$ cat config.mk
export PLATFORM = sky130hd
export DESIGN_NAME = hamming_enc_seq
export DESIGN_NICKNAME = d
export VERILOG_FILES = /design/src/rtl/hamming_pkg.sv /design/src/rtl/hamming_enc11.sv /design/src/rtl/hamming_enc_seq.sv
export SDC_FILE = /design/constraint.sdc
export NUM_CORES = 1
export LEC_CHECK = 0
export BUFFER_PORTS_ARGS = -buffer_cell sky130_fd_sc_hd__buf_2
export CORE_MARGIN = 2
export CORE_UTILIZATION = 45
export CTS_CLUSTER_SIZE = 16
export DETAILED_ROUTE_END_ITERATION = 10
export GPL_ROUTABILITY_DRIVEN = 0
export SYNTH_ARGS = -nofsm -noshare
export SYNTH_HDL_FRONTEND = slang
export SYNTH_SLANG_ARGS = --single-unit
export TNS_END_PERCENT = 20
$ cat constraint.sdc
create_clock -name Clk -period 3.3 [get_ports Clk]
set_clock_uncertainty 0.05 [all_clocks]
set_input_delay 0 -clock Clk [delete_from_list [all_inputs] [get_ports Clk]]
set_output_delay 0 -clock Clk [all_outputs]
set_load 0.02 [all_outputs]
$ cat src/rtl/hamming_pkg.sv
`default_nettype none
// ============================================================================
//  Module   : hamming_pkg
//  Purpose  : Shared definitions for the Hamming (16,11) SECDED encode
//             sequencer: sequencer state encoding, codeword bit positions
//             and the reference parity function used by the encoder.
//  Contents : seq_state_t     - sequencer state enum (3-bit)
//             c_pos_*         - codeword bit positions
//             hamming_parity  - 11-bit message -> 16-bit SECDED codeword
//  Revision : 1.0 - initial release
// ============================================================================
package hamming_pkg;

    // Sequencer states. Values are fixed so the encoding is stable across
    // tools and visible in waveforms.
    typedef enum logic [2:0] {
        S_IDLE  = 3'd0,
        S_RD_LO = 3'd1,
        S_RD_HI = 3'd2,
        S_ENC   = 3'd3,
        S_WR_LO = 3'd4,
        S_WR_HI = 3'd5,
        S_DONE  = 3'd6
    } seq_state_t;

    // Codeword layout: cw = {d11..d5, p8, d4, d3, d2, p4, d1, p2, p1, p0}.
    // Parity bits sit at the power-of-two positions, p0 is overall parity.
    localparam int c_pos_p0 = 0;
    localparam int c_pos_p1 = 1;
    localparam int c_pos_p2 = 2;
    localparam int c_pos_d1 = 3;
    localparam int c_pos_p4 = 4;
    localparam int c_pos_d2 = 5;    // d4..d2 occupy positions 7..5
    localparam int c_pos_p8 = 8;
    localparam int c_pos_d5 = 9;    // d11..d5 occupy positions 15..9

    // Message bits are numbered 1..11 to match the usual Hamming notation.
    function automatic logic [15:0] hamming_parity(input logic [11:1] d);
        logic        p8;
        logic        p4;
        logic        p2;
        logic        p1;
        logic        p0;
        logic [15:0] cw;
        p8 = ^d[11:5];
        p4 = (^d[11:8]) ^ (^d[4:2]);
        p2 = d[11] ^ d[10] ^ d[7] ^ d[6] ^ d[4] ^ d[3] ^ d[1];
        p1 = d[11] ^ d[9]  ^ d[7] ^ d[5] ^ d[4] ^ d[2] ^ d[1];
        // Overall parity over data and Hamming parity gives double-error
        // detection on the decode side.
        p0 = (^d[11:1]) ^ p8 ^ p4 ^ p2 ^ p1;

        cw                  = '0;
        cw[c_pos_d5 +: 7]   = d[11:5];
        cw[c_pos_p8]        = p8;
        cw[c_pos_d2 +: 3]   = d[4:2];
        cw[c_pos_p4]        = p4;
        cw[c_pos_d1]        = d[1];
        cw[c_pos_p2]        = p2;
        cw[c_pos_p1]        = p1;
        cw[c_pos_p0]        = p0;
        return cw;
    endfunction

endpackage : hamming_pkg
`default_nettype wire

$ cat src/rtl/hamming_enc11.sv
`default_nettype none
// ============================================================================
//  Module   : hamming_enc11
//  Purpose  : Purely combinational Hamming (16,11) SECDED encoder.
//  Ports    : i_d  [11:1] in   message bits d11..d1
//             o_cw [15:0] out  encoded codeword
//  Revision : 1.0 - initial release
// ============================================================================
module hamming_enc11
    import hamming_pkg::*;
(
    input  logic [11:1] i_d,
    output logic [15:0] o_cw
);

    assign o_cw = hamming_parity(i_d);

endmodule : hamming_enc11
`default_nettype wire

$ cat src/rtl/hamming_enc_seq.sv
`default_nettype none
// ============================================================================
//  Module   : hamming_enc_seq
//  Purpose  : Memory-walking sequencer for Hamming (16,11) encode. On an
//             accepted Start it reads NUM_MSG 11-bit messages (byte pairs at
//             SRC_BASE), encodes each and writes the 16-bit codeword back as
//             a byte pair at DST_BASE, then raises Done. It owns the single
//             data-memory port while Busy.
//  Ports    : Clk         in   system clock, rising edge
//             Reset       in   asynchronous active-low reset
//             Start       in   run request, level-sampled in IDLE/DONE
//             Done        out  run complete, held until next accepted Start
//             Busy        out  sequencer owns the memory port
//             Mem_Addr    out  memory byte address (modulo 2^AW)
//             Mem_WrEn    out  memory write strobe
//             Mem_WrData  out  memory write data
//             Mem_RdData  in   memory read data, one cycle after Mem_Addr
//             Cycle_Cnt   out  busy-cycle counter (only with the macro below)
//  Options  : HAMMING_SEQ_CYCLE_CNT_EN - adds the saturating Cycle_Cnt output
//  Revision : 1.0 - initial release
// ============================================================================
module hamming_enc_seq
    import hamming_pkg::*;
#(
    parameter int NUM_MSG  = 15,
    parameter int SRC_BASE = 0,
    parameter int DST_BASE = 30,
    parameter int AW       = 8
) (
    input  logic          Clk,
    input  logic          Reset,
    input  logic          Start,
    output logic          Done,
    output logic          Busy,
    output logic [AW-1:0] Mem_Addr,
    output logic          Mem_WrEn,
    output logic [7:0]    Mem_WrData,
    input  logic [7:0]    Mem_RdData
`ifdef HAMMING_SEQ_CYCLE_CNT_EN
    ,
    output logic [15:0]   Cycle_Cnt
`endif
);

    localparam int c_iw = $clog2(NUM_MSG + 1);

    seq_state_t      r_state;
    logic [c_iw-1:0] r_idx;
    logic [7:0]      r_lo;          // d[8:1], captured from the low byte
    logic [7:0]      r_cw_hi;       // upper codeword byte, written in WR_HI
    logic            r_done;
    logic            r_busy;
    logic [AW-1:0]   r_addr;
    logic            r_wr_en;
    logic [7:0]      r_wr_data;

    logic [c_iw-1:0] w_idx_inc;
    logic            w_last;
    logic [AW-1:0]   w_src_lo;
    logic [AW-1:0]   w_src_lo_next;
    logic [AW-1:0]   w_dst_lo;
    logic [15:0]     w_cw;

    assign w_idx_inc = r_idx + c_iw'(1);
    assign w_last    = (r_idx == c_iw'(NUM_MSG - 1));

    // Byte addresses for the current and next message; all arithmetic
    // wraps naturally at AW bits.
    assign w_src_lo      = AW'(SRC_BASE) + AW'({r_idx, 1'b0});
    assign w_src_lo_next = AW'(SRC_BASE) + AW'({w_idx_inc, 1'b0});
    assign w_dst_lo      = AW'(DST_BASE) + AW'({r_idx, 1'b0});

    // The encoder sees the high byte straight off the read bus during ENC,
    // so the codeword is ready on the same edge that captures d[11:9].
    // Bits [7:3] of the high byte are not part of the message.
    hamming_enc11 u_enc (
        .i_d  ({Mem_RdData[2:0], r_lo}),
        .o_cw (w_cw)
    );

    always_ff @(posedge Clk or negedge Reset) begin
        if (!Reset) begin
            r_state   <= S_IDLE;
            r_idx     <= '0;
            r_lo      <= '0;
            r_cw_hi   <= '0;
            r_done    <= 1'b0;
            r_busy    <= 1'b0;
            r_addr    <= '0;
            r_wr_en   <= 1'b0;
            r_wr_data <= '0;
        end else begin
            // Write strobe is a single-cycle pulse unless re-armed below.
            r_wr_en <= 1'b0;

            unique case (r_state)
                S_IDLE, S_DONE: begin
                    if (Start) begin
                        r_state <= S_RD_LO;
                        r_idx   <= '0;
                        r_done  <= 1'b0;
                        r_busy  <= 1'b1;
                        r_addr  <= AW'(SRC_BASE);
                    end
                end

                S_RD_LO: begin
                    r_state <= S_RD_HI;
                    r_addr  <= w_src_lo + AW'(1);
                end

                S_RD_HI: begin
                    // Low byte addressed during RD_LO is on the bus now.
                    r_lo    <= Mem_RdData;
                    r_state <= S_ENC;
                end

                S_ENC: begin
                    r_cw_hi   <= w_cw[15:8];
                    r_state   <= S_WR_LO;
                    r_wr_en   <= 1'b1;
                    r_addr    <= w_dst_lo;
                    r_wr_data <= w_cw[7:0];
                end

                S_WR_LO: begin
                    r_state   <= S_WR_HI;
                    r_wr_en   <= 1'b1;
                    r_addr    <= w_dst_lo + AW'(1);
                    r_wr_data <= r_cw_hi;
                end

                S_WR_HI: begin
                    if (w_last) begin
                        r_state <= S_DONE;
                        r_busy  <= 1'b0;
                        r_done  <= 1'b1;
                    end else begin
                        r_state <= S_RD_LO;
                        r_idx   <= w_idx_inc;
                        r_addr  <= w_src_lo_next;
                    end
                end

                default: begin
                    r_state <= S_IDLE;
                    r_busy  <= 1'b0;
                    r_done  <= 1'b0;
                end
            endcase
        end
    end

    assign Done       = r_done;
    assign Busy       = r_busy;
    assign Mem_Addr   = r_addr;
    assign Mem_WrEn   = r_wr_en;
    assign Mem_WrData = r_wr_data;

`ifdef HAMMING_SEQ_CYCLE_CNT_EN
    logic [15:0] r_cycle_cnt;
    logic        w_start_acc;

    assign w_start_acc = Start && ((r_state == S_IDLE) || (r_state == S_DONE));

    // Counts cycles with Busy high; naturally holds once DONE drops Busy.
    always_ff @(posedge Clk or negedge Reset) begin
        if (!Reset) begin
            r_cycle_cnt <= '0;
        end else if (w_start_acc) begin
            r_cycle_cnt <= '0;
        end else if (r_busy && (r_cycle_cnt != 16'hFFFF)) begin
            r_cycle_cnt <= r_cycle_cnt + 16'd1;
        end
    end

    assign Cycle_Cnt = r_cycle_cnt;
`endif

endmodule : hamming_enc_seq
`default_nettype wire

# After elaboration in Yosys (flattened, before gate mapping)
# Index checks and enable logic that the tools add are counted.
# Widths: inputs -> output; s select.
# word_totals
reg_bits,42
inputBits,11
output_inout_bits,19
wordCells,72
# classes
add_sub_neg,4
n_eq_ne,10
muxes,17
n_bitwise,18
n_reduce_logical,14
# op_table
operator,n
$pmux 8 s5,1
$pmux 3 s6,1
$xor 1x1->1,17
$mux 8,2
$pmux 8 s2,1
$reduce_xor 11->1,1
$eq 3x3->1 const B,3
$reduce_and 3->1,3
$mux 4,2
$pmux 4 s2,1
$add 6x1->7 const B,1
$reduce_xor 7->1,1
$add 5x1->6 const B,1
$add 5x5->6 const A,1
$eq 3x2->1 const B,2
$mux 3,2
$ne 2x2->1 const B,3
$pmux 1 s3,2
$mux 1,5
$reduce_bool 5->1,1
$add 4x1->4 const B,1
$eq 4x4->1 const B,1
$reduce_bool 2->1,2
$reduce_or 2->1,2
other kinds (6),6

# Longest topological paths before layout
# Gate-level depths: netlist of run 1.
# logic_depth
ltp_word,9
depth_mapped,8
mapped_depth_nobuf,7

# Cells and area by module
# A second synthesis of run 1 with hierarchy kept.
# unflattened
hier_cells,225
hier_area_um2,2362.3
# by_module_without_submodules
module,n_inst,cells_per_inst,area_per_inst_um2,seq_area_each_um2
hamming_enc_seq,1,196,2093.3,1001.0
hamming_enc11,1,29,269.0,0.0

# Worst setup path after synthesis of run 1
# OpenSTA, ideal clock, no wires.
# synth_timing
path_kind,register -> register
start,register r_idx[0]
end,"register r_addr[4], in the netlist Mem_Addr[4]"
setup_time_ns,0.124
t_arrival_ns,1.673
t_required_ns,3.126
slack_ns,1.453
path_stages_with_launch,8
n_path_buf,1
period_less_slack_ns,1.847
cell_sequence,dfrtp_1 -> clkbuf_1 -> inv_1 -> ha_1 -> and3_1 -> o211ai_1 -> nand2_1 -> a211o_1
# synth_between
elab_chain_len,3
word_cells_on_any_way,9
cone_classes,add/sub: 4; eq/ne: 2; mux: 2; reduce/logical: 1
# synth_rtl
item,line_no,source
from (decl),hamming_enc_seq.sv:48,logic [c_iw-1:0] r_idx;
from (signal assigned),hamming_enc_seq.sv:140,r_idx <= w_idx_inc;
"$add 5x5->6, or another cell as far along",hamming_enc_seq.sv:71,"assign w_dst_lo = AW'(DST_BASE) + AW'({r_idx, 1'b0});"
"$add 6x1->7, or another cell as far along",hamming_enc_seq.sv:129,r_addr <= w_dst_lo + AW'(1);
$pmux 8 s5 / $reduce_and 3->1 (equally long branches),--,
to (signal assigned),hamming_enc_seq.sv:103,r_addr <= AW'(SRC_BASE);
to (signal assigned),hamming_enc_seq.sv:129,
to (signal assigned),hamming_enc_seq.sv:141,r_addr <= w_src_lo_next;
to (decl),hamming_enc_seq.sv:53,logic [AW-1:0] r_addr;
# Several ways; a longest one is shown, not always the timed one. The select of a mux whose other input is x is not followed.
# A chain may end at the register's enable or synchronous reset.

# Worst setup path after layout of run 1
# layout_timing
start,register r_state[0]
end,"register r_addr[4], in the netlist Mem_Addr[4]"
# layout_between
elab_chain_len,4
word_cells_on_any_way,12
cone_classes,eq/ne: 7; mux: 1; reduce/logical: 4
# layout_rtl
item,line_no,source
from (decl),hamming_enc_seq.sv:47,seq_state_t r_state;
from (signal assigned),hamming_enc_seq.sv:83,r_state <= S_IDLE;
from (signal assigned),hamming_enc_seq.sv:99,r_state <= S_RD_LO;
from (signal assigned),hamming_enc_seq.sv:108,r_state <= S_RD_HI;
$eq 3x3->1 / $logic_not 3->1 (equally long branches),hamming_enc_seq.sv:96,unique case (r_state)
$reduce_or 2->1,hamming_enc_seq.sv:96,
$reduce_bool 5->1 (no source line) / $ne 2x2->1 (equally long branches),--,
$reduce_and 3->1 (no source line),--,
to (signal assigned),hamming_enc_seq.sv:103,
to (signal assigned),hamming_enc_seq.sv:109,r_addr <= w_src_lo + AW'(1);
to (signal assigned),hamming_enc_seq.sv:122,r_addr <= w_dst_lo;
# Several ways; a longest one is shown, not always the timed one.

==> metrics.md, run 1 <==
| Metric | Value |
|---|---|
| Outcome | finished, final reports clean |
| Vias in the first global route | 1,807 |
| Most used DFF post-synth | dfrtp_1 |
| Post-DRT Antenna Nets | 0 |
| Clock Tree Buf Depth | 2 |
| Total number of vias | 1,737 |
| Clock latency on the worst-skew pair | 290 ps |
| Root Driver | clkbuf_8 |
| IO Pins | 30 |
| Seq/Total Area, Yosys | 0.442 |
| Global route hottest layer | met2 |
| Crit path DAT | 2300 ps |
| R2r startpoint | r_state[0] |
| Power Density | 1070 mW/mm² |
| Drt drc | 0 |
| Routed length per instance | 15.4 µm |
| Slew headroom | 0.396 |
| Delay-heaviest family, CP | simple AND/OR/NAND/NOR gates |
| Core Rows | 25 |
| CTS clock-pin slew for the worst setup and hold paths | 80 ps |
| Worst hold path type | in -> reg |
| H-tree depth | 2 |
| Initial antenna violation count | 0 |
| Final net count | 271 |
| Final period util | 0.644 |
| Share of cells above drive strength 1 | 0.209 |
| Critical Path Start | r_state[0] |
| Async SR Flop Fraction | 1.00 |
| Total number of yosys warnings | 0 |
| FILL cells | 460 |
| Nature of the critical path endpoint | flop |
| Via/cell ratio | 5.34 |
| Worst r2r dst | Mem_Addr[4] |
| Yosys cell types | 44 |
| Syn-to-layout area delta | 14.4% |
| VDD IR max | 576 µV |
| Sink Count | 40 |
| RSZ-0062 raised after global routing | false |
| Tmin final | 2120 ps |
| First DRT Iteration DRCs | 109 |
| Cts hold-fix bufs | 9 |
| GR Overflow Total | 0 |
| M1 GR Usage | 0.241 |
| Final Max Tran Viols | 0 |
| Peak per-stage delay on the critical path | 620 ps |
| Worst R2R Path Depth | 6 |
| Final wirelength | 4.99 mm |
| Register bit total from synthesis | 40 |
| Port Buffers | 27 |
| Fmax | 471 MHz |
| Setup violators final | 0 |
| Die Footprint | 0.00562 mm² |
| Register-to-register setup slack | 1180 ps |
| Cell Chain, Critical Path | buf_4, or4_1, nand3_1, nand3_2, a221oi_2, a211o_1 |
| Critical Path Stages | 6 |
| Buf/Inv on CP | 1 |
| M3 GR Usage | 0.0428 |
| Pre-Repair DR Iteration Count | 4 |
| Post-CTS Setup Bufs | 0 |
| Critical path endpoint | Mem_Addr[4] |
| Largest net degree at the start of global routing | 41 |
| Critical path required time | 3480 ps |
| Critical path's slowest cell | dfrtp_1 |
| Max-Cap Viols | 0 |
| Syn Std Cell Area | 0.00227 mm² |
| Total CTS buffers | 5 |
| CTS tree | built |
| PostCTS Resize Cnt | 0 |
| Die X | 75.0 µm |
| Worst-Margin Slew | 907 ps |
| Hold WS | 38.7 ps |
| GRT Util Overall | 0.202 |
| First-pass GRT wire length | 8.65 mm |
| Leakage power | 1.14 nW |
| Number of flops mapped to enable cells by yosys | 0 |
| Core area | 0.00479 mm² |
| Die Y | 75.0 µm |
| Setup CP Type | reg -> reg |
| Initial Utilization | 0.473 |
| Post-route setup TNS | 0 ps |
| Synthesized netlist cell count | 229 |
| Number of diodes | 0 |
| Final Hold Vio Count | 0 |
| Syn_area_per_cell | 9.89 µm² |
| Met2 Use GR | 0.359 |
| Worst Setup Start Kind | flop |
| Detailed Place HPWL | 3.42 mm |
| Worst Path Max Fanout | 21 |
[power breakdown]
group | internal (mW) | switching, mW | total [mW]
Combinational | 0.704 | 0.795 | 1.50
Sequential | 0.710 | 0.239 | 0.949
Clock | 0.171 | 0.166 | 0.337
Total | 1.59 | 1.20 | 2.79
[synth_stat cells, drive strengths merged (5+ instances only)]
cell / n / area share
nand3: 7 / 0.018
clkbuf: 6 / 0.010
xnor2: 20 / 0.077
dfrtp: 40 / 0.44
nor2: 10 / 0.017
nor2b: 5 / 0.014
o22ai: 8 / 0.022
nand2b: 7 / 0.019
mux2: 15 / 0.075
o21ai: 17 / 0.038
buf: 13 / 0.034
a21oi: 15 / 0.033
nand2: 18 / 0.030
[placed cells by master (no fill, tap or decap), drive strengths merged, types with 2 or more instances in the layout]
| cell | netlist | layout |
|---|---|---|
| a21o | 4 | 4 |
| a21oi | 15 | 15 |
| a221oi | 2 | 2 |
| a22o | 2 | 2 |
| a22oi | 2 | 2 |
| a31oi | 3 | 3 |
| and3 | 2 | 2 |
| buf | 13 | 30 |
| clkbuf | 6 | 8 |
| conb | 1 | 2 |
| dfrtp | 40 | 40 |
| dlygate4sd3 | 0 | 9 |
| ha | 3 | 3 |
| inv | 4 | 4 |
| mux2 | 15 | 15 |
| nand2 | 18 | 18 |
| nand2b | 7 | 7 |
| nand3 | 7 | 7 |
| nor2 | 10 | 10 |
| nor2b | 5 | 5 |
| nor3b | 2 | 2 |
| o21ai | 17 | 17 |
| o221ai | 3 | 3 |
| o22a | 2 | 2 |
| o22ai | 8 | 8 |
| o2bb2ai | 3 | 3 |
| xnor2 | 20 | 20 |
| xor2 | 4 | 4 |
[sequential cells by signal, indices dropped and copies added (netlist names)]
signal      cells
r_state         3
Mem_WrEn        1
Busy            1
Mem_Addr        6
r_idx           4
Done            1
Mem_WrData      8
r_lo            8
r_cw_hi         8
[stage by stage]
| step | utilization | worst slack [ps] | instance area, µm² | cells | total power, mW |
|---|---|---|---|---|---|
| 2_1_floorplan | - | 1450 | 2270 | 230 | 2.13 |
| 3_3_place_gp | 0.504 | 1220 | 2410 | 308 | 2.44 |
| 3_5_place_dp | 0.504 | 1200 | 2410 | 308 | 2.46 |
| 4_1_cts | 0.541 | 1170 | 2590 | 325 | 2.82 |
| 5_1_grt | 0.541 | 974 | 2590 | 325 | 3.03 |
| 6_report | 0.541 | 1180 | 2590 | 325 | 2.79 |
[cells by family (layout without fill, tap and decap cells)]
logic type	after synthesis	after routing	share of synthesized area
AOI/OAI and AO/OA	66	66	0.193
xor gates and xnor gates	24	24	0.0928
adders and majority gates	3	3	0.0166
buffers and inverters	23	51	0.0508
DFF	40	40	0.442
muxes	16	16	0.0790
other	1	2	0.00165
and+or+nand+nor	56	56	0.125
[worst min-delay path, stage by stage]
cell and delay (ps):
buf_2 160, nor2_1 100, o21ai_0 70
[worst min path at each step]
stage	from	endpoint	cells past startpoint
after floorplan	Reset	Busy	0
after global placement	Reset	r_idx[3]	1
after detailed placement	Reset	r_idx[2]	1
after CTS	Start	r_state[0]	3
after global routing	Start	r_state[0]	3
final	Start	r_state[0]	3
[final cells by class]
type,count,area (µm²),area share
multi-input combinational,167,1150,0.445
sequential,40,1000,0.386
timing repair buffer,39,248,0.0956
clock buffer,8,90.1,0.0348
tap,67,83.8,0.0324
inverter,4,15.0,0.00579
[metal layers]
layer | up-vias | part of all wire
met4 | 0 | 0.017
met2 | 36 | 0.50
met3 | 8 | 0.035
li1 | 872 | -
met5 | - | 0
met1 | 821 | 0.45
No activity file was read; power rests on OpenSTA's default activity.
==> run 2, diff against run 1 <==
Settings changed: ABC_AREA from default to 1, PLACE_DENSITY from default to 0.68.
Clock period 3.3 ns to 1.85 ns, I/O delays scaled along.
==> run 2 against run 1 <==
Non-clock buffer count down 1. Critical path depth rose by 1. Sequential share of layout area grew 1.2 points. Sequential cell count is the same. Largest power group unchanged.
==> metrics.md, run 2 <==
| Metric | Value |
|---|---|
| Outcome | finished, final reports clean |
| Total number of yosys warnings | 0 |
| Core Rows | 25 |
| Critical path endpoint | Mem_Addr[5] |
| IO Pins | 30 |
| Final Hold Vio Count | 0 |
| Async SR Flop Fraction | 1.00 |
| Yosys cell types | 27 |
| Worst hold path type | in -> reg |
| Sw power | 2.07 mW |
| Inst Count DP | 350 |
| Sink Count | 40 |
| VDD IR max | 676 µV |
| Synthesized netlist cell count | 271 |
| Clock latency on the worst-skew pair | 290 ps |
| Int Pwr | 2.46 mW |
| Die Footprint | 0.00537 mm² |
| Root Driver | clkbuf_8 |
| Seq/Total Area, Yosys | 0.464 |
| RSZ-0062 raised after global routing | false |
| Clock power share | 0.131 |
| CTS clock-pin slew for the worst setup and hold paths | 80 ps |
| Worst r2r dst | Mem_Addr[5] |
| Syn-to-layout area delta | 16.4% |
| Final Core Density | 0.539 |
| Worst Path Max Fanout | 8 |
| Crit path DAT | 1750 ps |
| Register bit total from synthesis | 40 |
| Core area | 0.00466 mm² |
| Sw frac | 0.457 |
| First DRT Iteration DRCs | 83 |
| Initial Utilization | 0.463 |
| Fmax | 616 MHz |
| Leakage power | 1.33 nW |
| Most frequent cells in the layout | nand2_1, dfrtp_1, buf_2, inv_1, nand3_1 |
| Final net count | 323 |
| Setup CP Type | reg -> reg |
| Share of total power in combinational logic | 0.523 |
| Clock Tree Buf Depth | 2 |
| H-tree depth | 2 |
| Vias in the first global route | 1,706 |
| Power Density | 1800 mW/mm² |
| Commonest non-fill, non-tap cell in the layout | nand2_1 |
| Reg power frac | 0.346 |
| Die Y | 73.3 µm |
| Post-DRT Antenna Nets | 0 |
| Number of flops mapped to enable cells by yosys | 0 |
| Final period util | 0.877 |
| Most common cell in the netlist | nand2_1 |
| Post-route setup TNS | 0 ps |
| Final Max Tran Viols | 0 |
| Register-to-register setup slack | 230 ps |
| Worst-Margin Slew | 518 ps |
| R2r startpoint | r_idx[0] |
| Syn Std Cell Area | 0.00216 mm² |
| Nature of the critical path endpoint | flop |
| Syn_area_per_cell | 7.96 µm² |
| Share of cells above drive strength 1 | 0.203 |
| Die X | 73.3 µm |
| Most used DFF post-synth | dfrtp_1 |
| Total number of vias | 1,818 |
| Setup violators final | 0 |
| GRT Util Overall | 0.185 |
| First-pass GRT wire length | 7.67 mm |
| Port Buffers | 27 |
| Synth cell count leaders | nand2_1, dfrtp_1, inv_1 |
| Post-CTS Setup Bufs | 0 |
| Yosys top cell area share | 0.464 |
| Synth top area cells | dfrtp_1, nand2_1, nand3_1 |
| Tmin final | 1620 ps |
| Max-Cap Viols | 0 |
| Routed length per instance | 12.2 µm |
| Drt drc | 0 |
| Pre-Repair DR Iteration Count | 4 |
| Critical path required time | 1980 ps |
| GR Overflow Total | 0 |
| Initial antenna violation count | 0 |
| Detailed Place HPWL | 3.45 mm |
| Final wirelength | 4.46 mm |
| Total CTS buffers | 5 |
| Via/cell ratio | 4.99 |
| Synth area leader | dfrtp_1 |
| Number of diodes | 0 |
| Cell Count, Final, Fillers Out | 364 |
| CTS tree | built |
| Slew headroom | 0.655 |
| Worst Setup Start Kind | flop |
| Critical Path Start | r_idx[0] |
| Largest net degree at the start of global routing | 25 |
| Worst R2R Path Depth | 7 |
run 2: cell types whose count changed in the layout (fill, tap and decap cells not counted), moves of 11 or more:
cell	previous run	this run
mux2_2	15	1
inv_2	0	11
inv_1	4	20
nand2_1	18	97
xnor2_1	20	9
run 2: through the flow:
| stage | total power, mW | hold WS [ps] | setup slack, ps | instance area [µm²] |
|---|---|---|---|---|
| after global routing | 4.96 | 36.0 | 103 | 2510 |
| after global placement | 3.91 | -42.4 | 277 | 2360 |
| after CTS | 4.56 | 0.286 | 233 | 2510 |
| final | 4.52 | 3.96 | 227 | 2510 |
| after detailed placement | 3.95 | -44.3 | 243 | 2360 |
| after floorplan | 3.35 | -346 | 369 | 2160 |
run 2: timing repair:
action	in CTS	in global routing
hold buffers	6	0
gates resized for setup	0	0
hold endpoints to repair	27	0
run 2: layout make-up:
cell class | instances | area (µm²)
well taps | 54 | 67.6
flip-flops and latches | 40 | 1000
fillers | 429 | 2150
multi-input cells | 193 | 1000
inverters | 31 | 116
repair buffers | 38 | 233
clock buffers | 8 | 90.1
run 2: kinds of logic after synthesis:
kind of cell / share of synthesized area
AO/OA/AOI/OAI: 0.105
XOR/XNOR: 0.0609
adder cells (fa/ha/maj): 0.0174
buffers and inverters: 0.0725
flip-flops: 0.464
multiplexers: 0.00522
other: 0.00174
AND/OR/NAND/NOR: 0.273
run 2: how the worst min path moves through the flow:
stage / slack (ps) / end / start / depth (start not counted)
after global placement: -40 / r_idx[2] / Reset / 1
after global routing: 40 / r_cw_hi[7] / Mem_RdData[2] / 3
final: 4 / r_lo[2] / Mem_RdData[2] / 3
after floorplan: -350 / Busy / Reset / 0
after CTS: 0.3 / r_lo[2] / Mem_RdData[2] / 3
after detailed placement: -40 / r_idx[2] / Reset / 1
run 2: metal layers:
layer / track usage / share of wire / vias to the layer above
met5: 0 / 0 / -
met1: 0.250 / 0.47 / 836
met2: 0.291 / 0.47 / 32
li1: - / - / 940
met3: 0.0412 / 0.036 / 10
met4: 0.0720 / 0.021 / 0
run 2: worst max-delay path, cell delays in order, from the launching register on:
cell and delay, ps:
dfrtp_1 440, inv_1 120, ha_1 210, nand3_1 140, nor2_4 70, nor2_4 100
nand3_2 160, a22o_1 230
run 2: power groups by stage:
stage | logic, mW | clock network [mW] | registers [mW]
floorplan | 1.67 | 0 | 1.68
global placement | 2.34 | 0 | 1.57
detailed placement | 2.38 | 0 | 1.58
CTS | 2.39 | 0.604 | 1.56
global route | 2.71 | 0.637 | 1.62
finish | 2.37 | 0.592 | 1.57
